**config.mk**
```make
export PLATFORM = sky130hd
export DESIGN_NAME = pc_sequencer
export DESIGN_NICKNAME = d
export VERILOG_FILES = /design/src/rtl/pc_sequencer.sv
export SDC_FILE = /design/constraint.sdc
export NUM_CORES = 1
export LEC_CHECK = 0
export BUFFER_PORTS_ARGS = -buffer_cell sky130_fd_sc_hd__buf_2
export CORE_ASPECT_RATIO = 1.1
export CORE_UTILIZATION = 30
export DETAILED_ROUTE_END_ITERATION = 8
export SLEW_MARGIN = 20
export SYNTH_ARGS = -nofsm -noshare
export SYNTH_HDL_FRONTEND = slang
export SYNTH_SLANG_ARGS = --single-unit
```
**constraint.sdc**
```tcl
create_clock -name clk -period 4.8 [get_ports clk]
set_input_delay 0.96 -clock clk [delete_from_list [all_inputs] [get_ports clk]]
set_output_delay 0.96 -clock clk [all_outputs]
set_load 0.02 [all_outputs]
```
**src/rtl/pc_sequencer.sv**
```systemverilog
// pc_sequencer: program-counter sequencer with optional single delay slot,
// exception entry / return overrides and a misaligned-target flag.
module pc_sequencer #(
  parameter logic [31:0] RESET_PC   = 32'h0000_3000,
  parameter logic [31:0] EXC_VEC    = 32'h0000_4180,
  parameter int          DELAY_SLOT = 0
) (
  input  logic        clk,
  input  logic        reset,
  input  logic        stall,
  input  logic [2:0]  npc_sel,
  input  logic        zero,
  input  logic [31:0] imm32,
  input  logic [25:0] instr_index,
  input  logic [31:0] jump_reg,
  input  logic        exc_req,
  input  logic        eret_req,
  input  logic [31:0] epc,
  output logic [31:0] pc,
  output logic [31:0] npc,
  output logic        in_slot,
  output logic        target_misaligned
);

  typedef enum logic {
    SEQ  = 1'b0,
    SLOT = 1'b1
  } state_t;

  state_t      state_q, state_d;
  logic [31:0] pc_q, pc_d;
  logic [31:0] pend_q, pend_d;
  logic        in_slot_q, in_slot_d;
  logic        mis_q, mis_d;

  logic [31:0] pc_plus4;
  logic [31:0] region_pc;
  logic [31:0] target;
  logic        taken;

  // Decode the control class of the instruction at pc into a target and a taken flag.
  always_comb begin
    pc_plus4  = pc_q + 32'd4;
    region_pc = (DELAY_SLOT != 0) ? pc_plus4 : pc_q;
    target    = pc_plus4;
    taken     = 1'b0;
    case (npc_sel)
      3'd1: begin
        target = pc_plus4 + (imm32 << 2);
        taken  = zero;
      end
      3'd2: begin
        target = {region_pc[31:28], instr_index, 2'b00};
        taken  = 1'b1;
      end
      3'd3: begin
        target = jump_reg;
        taken  = 1'b1;
      end
      default: begin
        target = pc_plus4;
        taken  = 1'b0;
      end
    endcase
  end

  // Next-state logic: exception > eret > stall > normal sequencing.
  always_comb begin
    state_d   = state_q;
    pc_d      = pc_q;
    pend_d    = pend_q;
    in_slot_d = in_slot_q;
    mis_d     = 1'b0;
    if (exc_req) begin
      pc_d      = EXC_VEC;
      pend_d    = 32'h0;
      in_slot_d = 1'b0;
      state_d   = SEQ;
    end else if (eret_req) begin
      pc_d      = epc;
      pend_d    = 32'h0;
      in_slot_d = 1'b0;
      state_d   = SEQ;
    end else if (stall) begin
      // Everything holds; the misaligned flag drops to zero.
      mis_d = 1'b0;
    end else if (state_q == SLOT) begin
      // Delay slot done: control inputs are ignored, jump to the held target.
      pc_d      = pend_q;
      pend_d    = 32'h0;
      in_slot_d = 1'b0;
      state_d   = SEQ;
      mis_d     = |pend_q[1:0];
    end else if (taken && (DELAY_SLOT == 0)) begin
      pc_d  = target;
      mis_d = |target[1:0];
    end else if (taken) begin
      pc_d      = pc_plus4;
      pend_d    = target;
      in_slot_d = 1'b1;
      state_d   = SLOT;
    end else begin
      pc_d = pc_plus4;
    end
  end

  // State register with asynchronous reset.
  always_ff @(posedge clk or posedge reset) begin
    if (reset) begin
      state_q   <= SEQ;
      pc_q      <= RESET_PC;
      pend_q    <= 32'h0;
      in_slot_q <= 1'b0;
      mis_q     <= 1'b0;
    end else begin
      state_q   <= state_d;
      pc_q      <= pc_d;
      pend_q    <= pend_d;
      in_slot_q <= in_slot_d;
      mis_q     <= mis_d;
    end
  end

  assign pc                = pc_q;
  assign npc               = pc_d;
  assign in_slot           = in_slot_q;
  assign target_misaligned = mis_q;

endmodule
```
==> impl_metrics.json, run 1 <==
{
  "status": "completed",
  "min_period_ns": 4.78,
  "wire_per_inst_um": 18.0,
  "core-area_mm2": 0.0152,
  "cts_tree": "done",
  "synth-seq-area-share_pct": 17.5,
  "grt_max_degree": 34,
  "vias_per_cell": 5.38,
  "yosysWarnings": 0,
  "post-place-ws_ns": 0.0329,
  "fin_util_pct": 44.5,
  "die_w_um": 122,
  "ant_nets": 0,
  "fin_area_mm2": 0.00677,
  "grt_usage_pct": 23.1,
  "drtIter0Drc": 248,
  "routed_wl_mm": 19.1,
  "dpl.hpwl_mm": 14.7,
  "ir_worst_vdd_mv": 0.114,
  "first_pass_iters": 5,
  "crit_type": "reg -> out",
  "antenna_found_initial": 1,
  "end_kind": "primary output",
  "num_rows": 47,
  "finalCritPeriodShare_pct": 99.6,
  "power.internal_w": 0.000821,
  "grt_pass1_vias": 5518,
  "cts.sinks": 33,
  "synthesis.area_mm2": 0.00474,
  "relSlewSlack_pct": 33.3,
  "clkPwrFrac_pct": 26.8,
  "gp_congestion": 0.885,
  "dpl_cell_area_mm2": 0.00624,
  "async_flop_share_pct": 100,
  "htreeDepth": 2,
  "crit_required_ns": 3.84,
  "start_util_pct": 31.1,
  "switching_share_pct": 40.4,
  "synth_top_flop_cell": "dfrtp_1",
  "synth_edf_count": 0,
  "fill_cells": 1558,
  "slowest_delay_ns": 0.52,
  "tns_ns": 0,
  "vias": 5710,
  "p_comb_share_pct": 49.5,
  "area_delta_synth_final_pct": 42.9,
  "drc_errors": 0,
  "cts_buffers": 5,
  "syn_nets": 794,
  "ios": 197,
  "seq_power_share_pct": 23.8,
  "setup_viol": 0,
  "drv_slew": 0,
  "grt_pass1_wl_mm": 28.8,
  "startpoint_type": "flip-flop",
  "crit_chain": "and3_4 > nand3_4 > buf_4 > nor4_4 > nand2_1 > xnor2_1 > ha_2 > and3_1 > a311o_1 > a41oi_2 > a21oi_2 > xnor2_1 > o21ai_1 > buf_4",
  "clock_skew_ns": 0.00837,
  "cap_violations": 0,
  "p_leak_nw": 3.27,
  "fp.dieH_um": 134,
  "clockBufferDepth": 2,
  "wl_met1_mm": 8.07,
  "wl_met2_mm": 9.58,
  "crit_arrival_ns": 3.82,
  "power_density_mw_per_mm2": 203,
  "yosysUniqueCellTypes": 69,
  "io_buffers": 193,
  "critPathTopFamily": "simple AND/OR/NAND/NOR gates",
  "path_max_fanout": 7,
  "syn_area_per_cell_um2": 7.55,
  "hold_viol_final": 0,
  "nets": 1029,
  "slowest_stage": "dfstp_2",
  "fmax_mhz": 209,
  "top_layer": "met4",
  "wl_met3_mm": 1.06,
  "cp_num_buf_inv": 2,
  "grt_setup_unrepaired": "yes",
  "p_switching_w": 0.000556,
  "netlist_instances": 628,
  "synth_seq_cells": 33,
  "die_area_mm2": 0.0163,
  "root_buffer": "clkbuf_16",
  "grt-ovfl-total": 0,
  "clock_latency_ns": 0.30,
  "worstMarginPinSlew_ns": 0.997,
  "final_layout_size_suffix_gt1_share_pct": 39.6,
  "clk_pin_slew_worst_paths_ns": 0.06,
  "hp-class": "reg -> reg",
  "fin_ws_ns": 0.0211
}
==> per-stage QoR <==
stage | hold slack (ns) | std cells | power (W)
2_1_floorplan | 0.768 | 628 | 0.000723
3_3_place_gp | 0.717 | 1037 | 0.000957
3_5_place_dp | 0.717 | 1037 | 0.000960
4_1_cts | 0.735 | 1046 | 0.00134
5_1_grt | 0.804 | 1061 | 0.00146
6_report | 0.747 | 1061 | 0.00138
==> synth_stat cells (19+ instances only) <==
| library cell | number | share of area [%] |
|---|---|---|
| a21o_1 | 19 | 3.0 |
| a21oi_1 | 68 | 7.2 |
| clkbuf_1 | 30 | 2.4 |
| dfrtp_1 | 31 | 16 |
| ha_1 | 34 | 9.0 |
| mux2i_1 | 23 | 4.9 |
| nand2_1 | 58 | 4.6 |
| nor2_1 | 55 | 4.4 |
| o21ai_0 | 50 | 5.3 |
| xnor2_1 | 35 | 6.5 |
==> per-layer routing <==
| metal | up-vias | track usage [%] |
|---|---|---|
| met5 | - | 0 |
| met4 | 0 | 8.09 |
| met3 | 26 | 2.93 |
| met2 | 214 | 41.0 |
| met1 | 2664 | 28.2 |
| li1 | 2806 | - |
==> what timing repair did <==
item | CTS | global route
pin swaps | 7 | 27
setup endpoints to repair | 12 | 19
buffers inserted | 1 | 14
endpoints found under the hold margin | 0 | 0
hold buffers | 0 | 0
resized for setup | 14 | 49
==> layout by cell type (no fill, tap or decap), drive strengths merged, types with 7 or more instances in the layout <==
cell type and count:
a211oi 7, a21o 19, a21oi 69, a31oi 9
and3 10, buf 267, clkbuf 7, dfrtp 31
ha 34, inv 12, mux2 10, mux2i 23
nand2 58, nand3 19, nand4 10, nor2 55
nor2b 10, nor3 17, o21ai 53, o221ai 18
xnor2 35, xor2 15
==> cells by family after synthesis <==
group,after synthesis,synth area share [%]
flops,33,17.5
compound gates,221,30.3
xor+xnor,50,9.24
simple gates,203,21.9
fa+ha+maj,35,9.40
other cells,1,0.0791
buf+inv,52,4.38
mux,33,7.23
==> power by group through the flow <==
stage / Sequential [W] / Combinational [W] / Clock, W
final: 0.000327 / 0.000681 / 0.000369
after global routing: 0.000330 / 0.000743 / 0.000387
after CTS: 0.000326 / 0.000638 / 0.000376
after detailed placement: 0.000330 / 0.000630 / 0
after global placement: 0.000329 / 0.000628 / 0
after floorplan: 0.000352 / 0.000371 / 0
==> sequential cells by signal, indices dropped and copies added, names as in the netlist <==
name               count
pc                    32
target_misaligned      1
==> worst reg2reg max path: stages (launching register included) <==
cell and delay, ns:
dfrtp_1 0.42, and2_4 0.22, nand4_4 0.18, inv_2 0.10
nand2_1 0.08, xnor2_2 0.15, ha_1 0.32, a21o_1 0.18
a21oi_1 0.15, nor2b_1 0.07, a311oi_2 0.33, o211ai_1 0.20
a21o_1 0.24, a211oi_2 0.19, buf_4 0.14, mux2i_1 0.20
nand2_1 0.11, buf_4 0.14
==> cell type report <==
class                      instances  area, um^2  share of cell area (%)
clock inverter                     1        5.00                  0.0739
multi-input combinational        543        3950                    58.4
inverter                          13        48.8                   0.720
sequential                        33         830                    12.2
timing repair buffer             267        1540                    22.7
tap                              196         245                    3.62
antenna                            1        2.50                  0.0369
clock buffer                       7         153                    2.25
==> final timing paths <==
| check | start | slack (ns) | depth (start not counted) | end |
|---|---|---|---|---|
| worst max register to register | pc[2] | 1.25 | 17 | pc[28] |
| worst min register to register | pc[0] | 0.75 | 2 | target_misaligned |
| worst min-delay path | pc[0] | 0.75 | 2 | target_misaligned |
| worst max-delay path | pc[12] | 0.02 | 14 | npc[31] |
| max in group asynchronous | reset | 3.65 | 3 | pc[17] |
| min in group asynchronous | reset | 0.76 | 3 | pc[2] |
No activity file was read; power rests on OpenSTA's default activity.
==> run 2, diff against run 1 <==
==> constraint.sdc (replaced) <==
create_clock -name clk -period 4.8 [get_ports clk]
set_input_delay 0.96 -clock clk [delete_from_list [all_inputs] [get_ports clk]]
set_output_delay 0.96 -clock clk [all_outputs]
set_load 0.01 [all_outputs]
==> impl_metrics.json, run 2 (same netlist as run 1, synthesis figures left out) <==
{
  "htreeDepth": 2,
  "crit_chain": "and4_4 > nand4_4 > buf_6 > nor4_4 > buf_6 > nand3_4 > xnor2_4 > ha_4 > and3_4 > a311o_1 > a41oi_2 > a21oi_2 > xnor2_1 > o21ai_1 > buf_2",
  "grt_pass1_vias": 5685,
  "slowest_delay_ns": 0.36,
  "grt_usage_pct": 23.5,
  "die_w_um": 122,
  "largest_reg_flops": 32,
  "startpoint_type": "flip-flop",
  "gp_congestion": 0.908,
  "switching_share_pct": 40.1,
  "wire_per_inst_um": 18.5,
  "cts_buffers": 5,
  "cap_violations": 0,
  "min_period_ns": 4.77,
  "vias": 5780,
  "setup_viol": 0,
  "relSlewSlack_pct": 41.6,
  "routed_wl_mm": 19.6,
  "path_max_fanout": 6,
  "dpl_cell_area_mm2": 0.00616,
  "grt_setup_unrepaired": "yes",
  "cts_tree": "done",
  "grt_pass1_wl_mm": 29.3,
  "seq_power_share_pct": 25.0,
  "worstMarginPinSlew_ns": 0.877,
  "drc_errors": 0,
  "p_leak_nw": 3.27,
  "cp_num_buf_inv": 3,
  "clockBufferDepth": 2,
  "power.internal_w": 0.000790,
  "final_cell_mix": "buf_2 (193), buf_4 (68), a21oi_1 (60), nand2_1 (56), nor2_1 (50)",
  "p_comb_share_pct": 49.5,
  "clkPwrFrac_pct": 25.5,
  "nets": 1027,
  "antenna_found_initial": 1,
  "p_switching_w": 0.000529,
  "dpl.hpwl_mm": 14.8,
  "vias_per_cell": 5.46,
  "cts.sinks": 33,
  "ant_nets": 0,
  "area_delta_synth_final_pct": 44.5,
  "io_buffers": 193,
  "num_rows": 47,
  "fin_area_mm2": 0.00685,
  "final_common_cell": "buf_2",
  "core-area_mm2": 0.0152,
  "critPathTopFamily": "simple AND/OR/NAND/NOR gates",
  "end_kind": "primary output",
  "fin_cells": 1059,
  "hp-class": "reg -> reg",
  "drtIter0Drc": 271,
  "path_common_cell": "buf_6",
  "grt-ovfl-total": 0,
  "grt_max_degree": 41,
  "hold_viol_final": 0,
  "status": "completed",
  "placedCellCount": 1027,
  "finalCritPeriodShare_pct": 99.3,
  "fp.dieH_um": 134,
  "final_layout_size_suffix_gt1_share_pct": 41.0,
  "clk_pin_slew_worst_paths_ns": 0.06,
  "drv_slew": 0,
  "slowest_stage": "dfrtp_1",
  "ios": 197,
  "root_buffer": "clkbuf_16",
  "clock_skew_ns": 0.00279,
  "fin_util_pct": 45.0,
  "clock_latency_ns": 0.30,
  "power_density_mw_per_mm2": 193,
  "first_pass_iters": 4,
  "fmax_mhz": 210,
  "crit_arrival_ns": 3.81,
  "die_area_mm2": 0.0163,
  "crit_type": "reg -> out",
  "ir_worst_vdd_mv": 0.112,
  "crit_required_ns": 3.84,
  "start_util_pct": 31.1
}
[run 2: area by class of cell]
| type | count | area (um^2) |
|---|---|---|
| inverter | 13 | 48.8 |
| clock buffer | 6 | 129 |
| tap | 196 | 245 |
| fill | 1585 | 8380 |
| sequential | 33 | 831 |
| antenna | 1 | 2.50 |
| timing repair buffer | 265 | 1520 |
| multi-input combinational | 543 | 4060 |
| clock inverter | 2 | 10.0 |
[run 2: per-stage QoR]
| stage | total power [W] | setup WS (ns) | hold WS, ns | setup TNS [ns] |
|---|---|---|---|---|
| floorplan | 0.000693 | 0.453 | 0.678 | 0 |
| global placement | 0.000917 | -0.0125 | 0.703 | -0.0125 |
| finish | 0.00132 | 0.0345 | 0.719 | 0 |
| global route | 0.00141 | -0.107 | 0.778 | -0.466 |
| detailed placement | 0.000919 | -0.000853 | 0.706 | -0.000853 |
| CTS | 0.00128 | 0.000242 | 0.730 | 0 |
[run 2: tightest hold or removal path, delay by kind of cell, from the launching register on]
family         cells  cell delay (ns)
AO/OA/AOI/OAI      2             0.28
flip-flops         1             0.39
[run 2: worst paths after layout]
check,startpoint,end,slack [ns],cells after the start
max,pc[7],npc[31],0.03,15
min,pc[0],target_misaligned,0.72,2
max reg2reg,pc[7],pc[31],1.24,15
min reg2reg,pc[0],target_misaligned,0.72,2
max in group asynchronous,reset,pc[17],3.64,3
min in group asynchronous,reset,pc[3],0.78,3
[run 2: metal layers]
metal  up-vias  part of all wire (%)  global-route usage (%)
met4         0                   3.0                    8.16
met5         -                     0                       0
li1       2808                     -                       -
met2       225                    50                    42.9
met3        38                   5.5                    3.66
met1      2709                    42                    27.5
[run 2: repair_timing]
action | 4_1_cts | 5_1_grt
pin swaps | 2 | 46
resized for setup | 21 | 63
endpoints found under the hold margin | 0 | 0
hold buffers | 0 | 0
setup endpoints to repair | 15 | 16
setup buffers | 0 | 23
[run 2: power by group through the flow]
stage          clock, W  sequential, W  combinational (W)
4_1_cts        0.000348       0.000326           0.000602
5_1_grt        0.000359       0.000333           0.000715
6_report       0.000336       0.000330           0.000653
3_3_place_gp          0       0.000330           0.000587
2_1_floorplan         0       0.000337           0.000356
3_5_place_dp          0       0.000331           0.000588
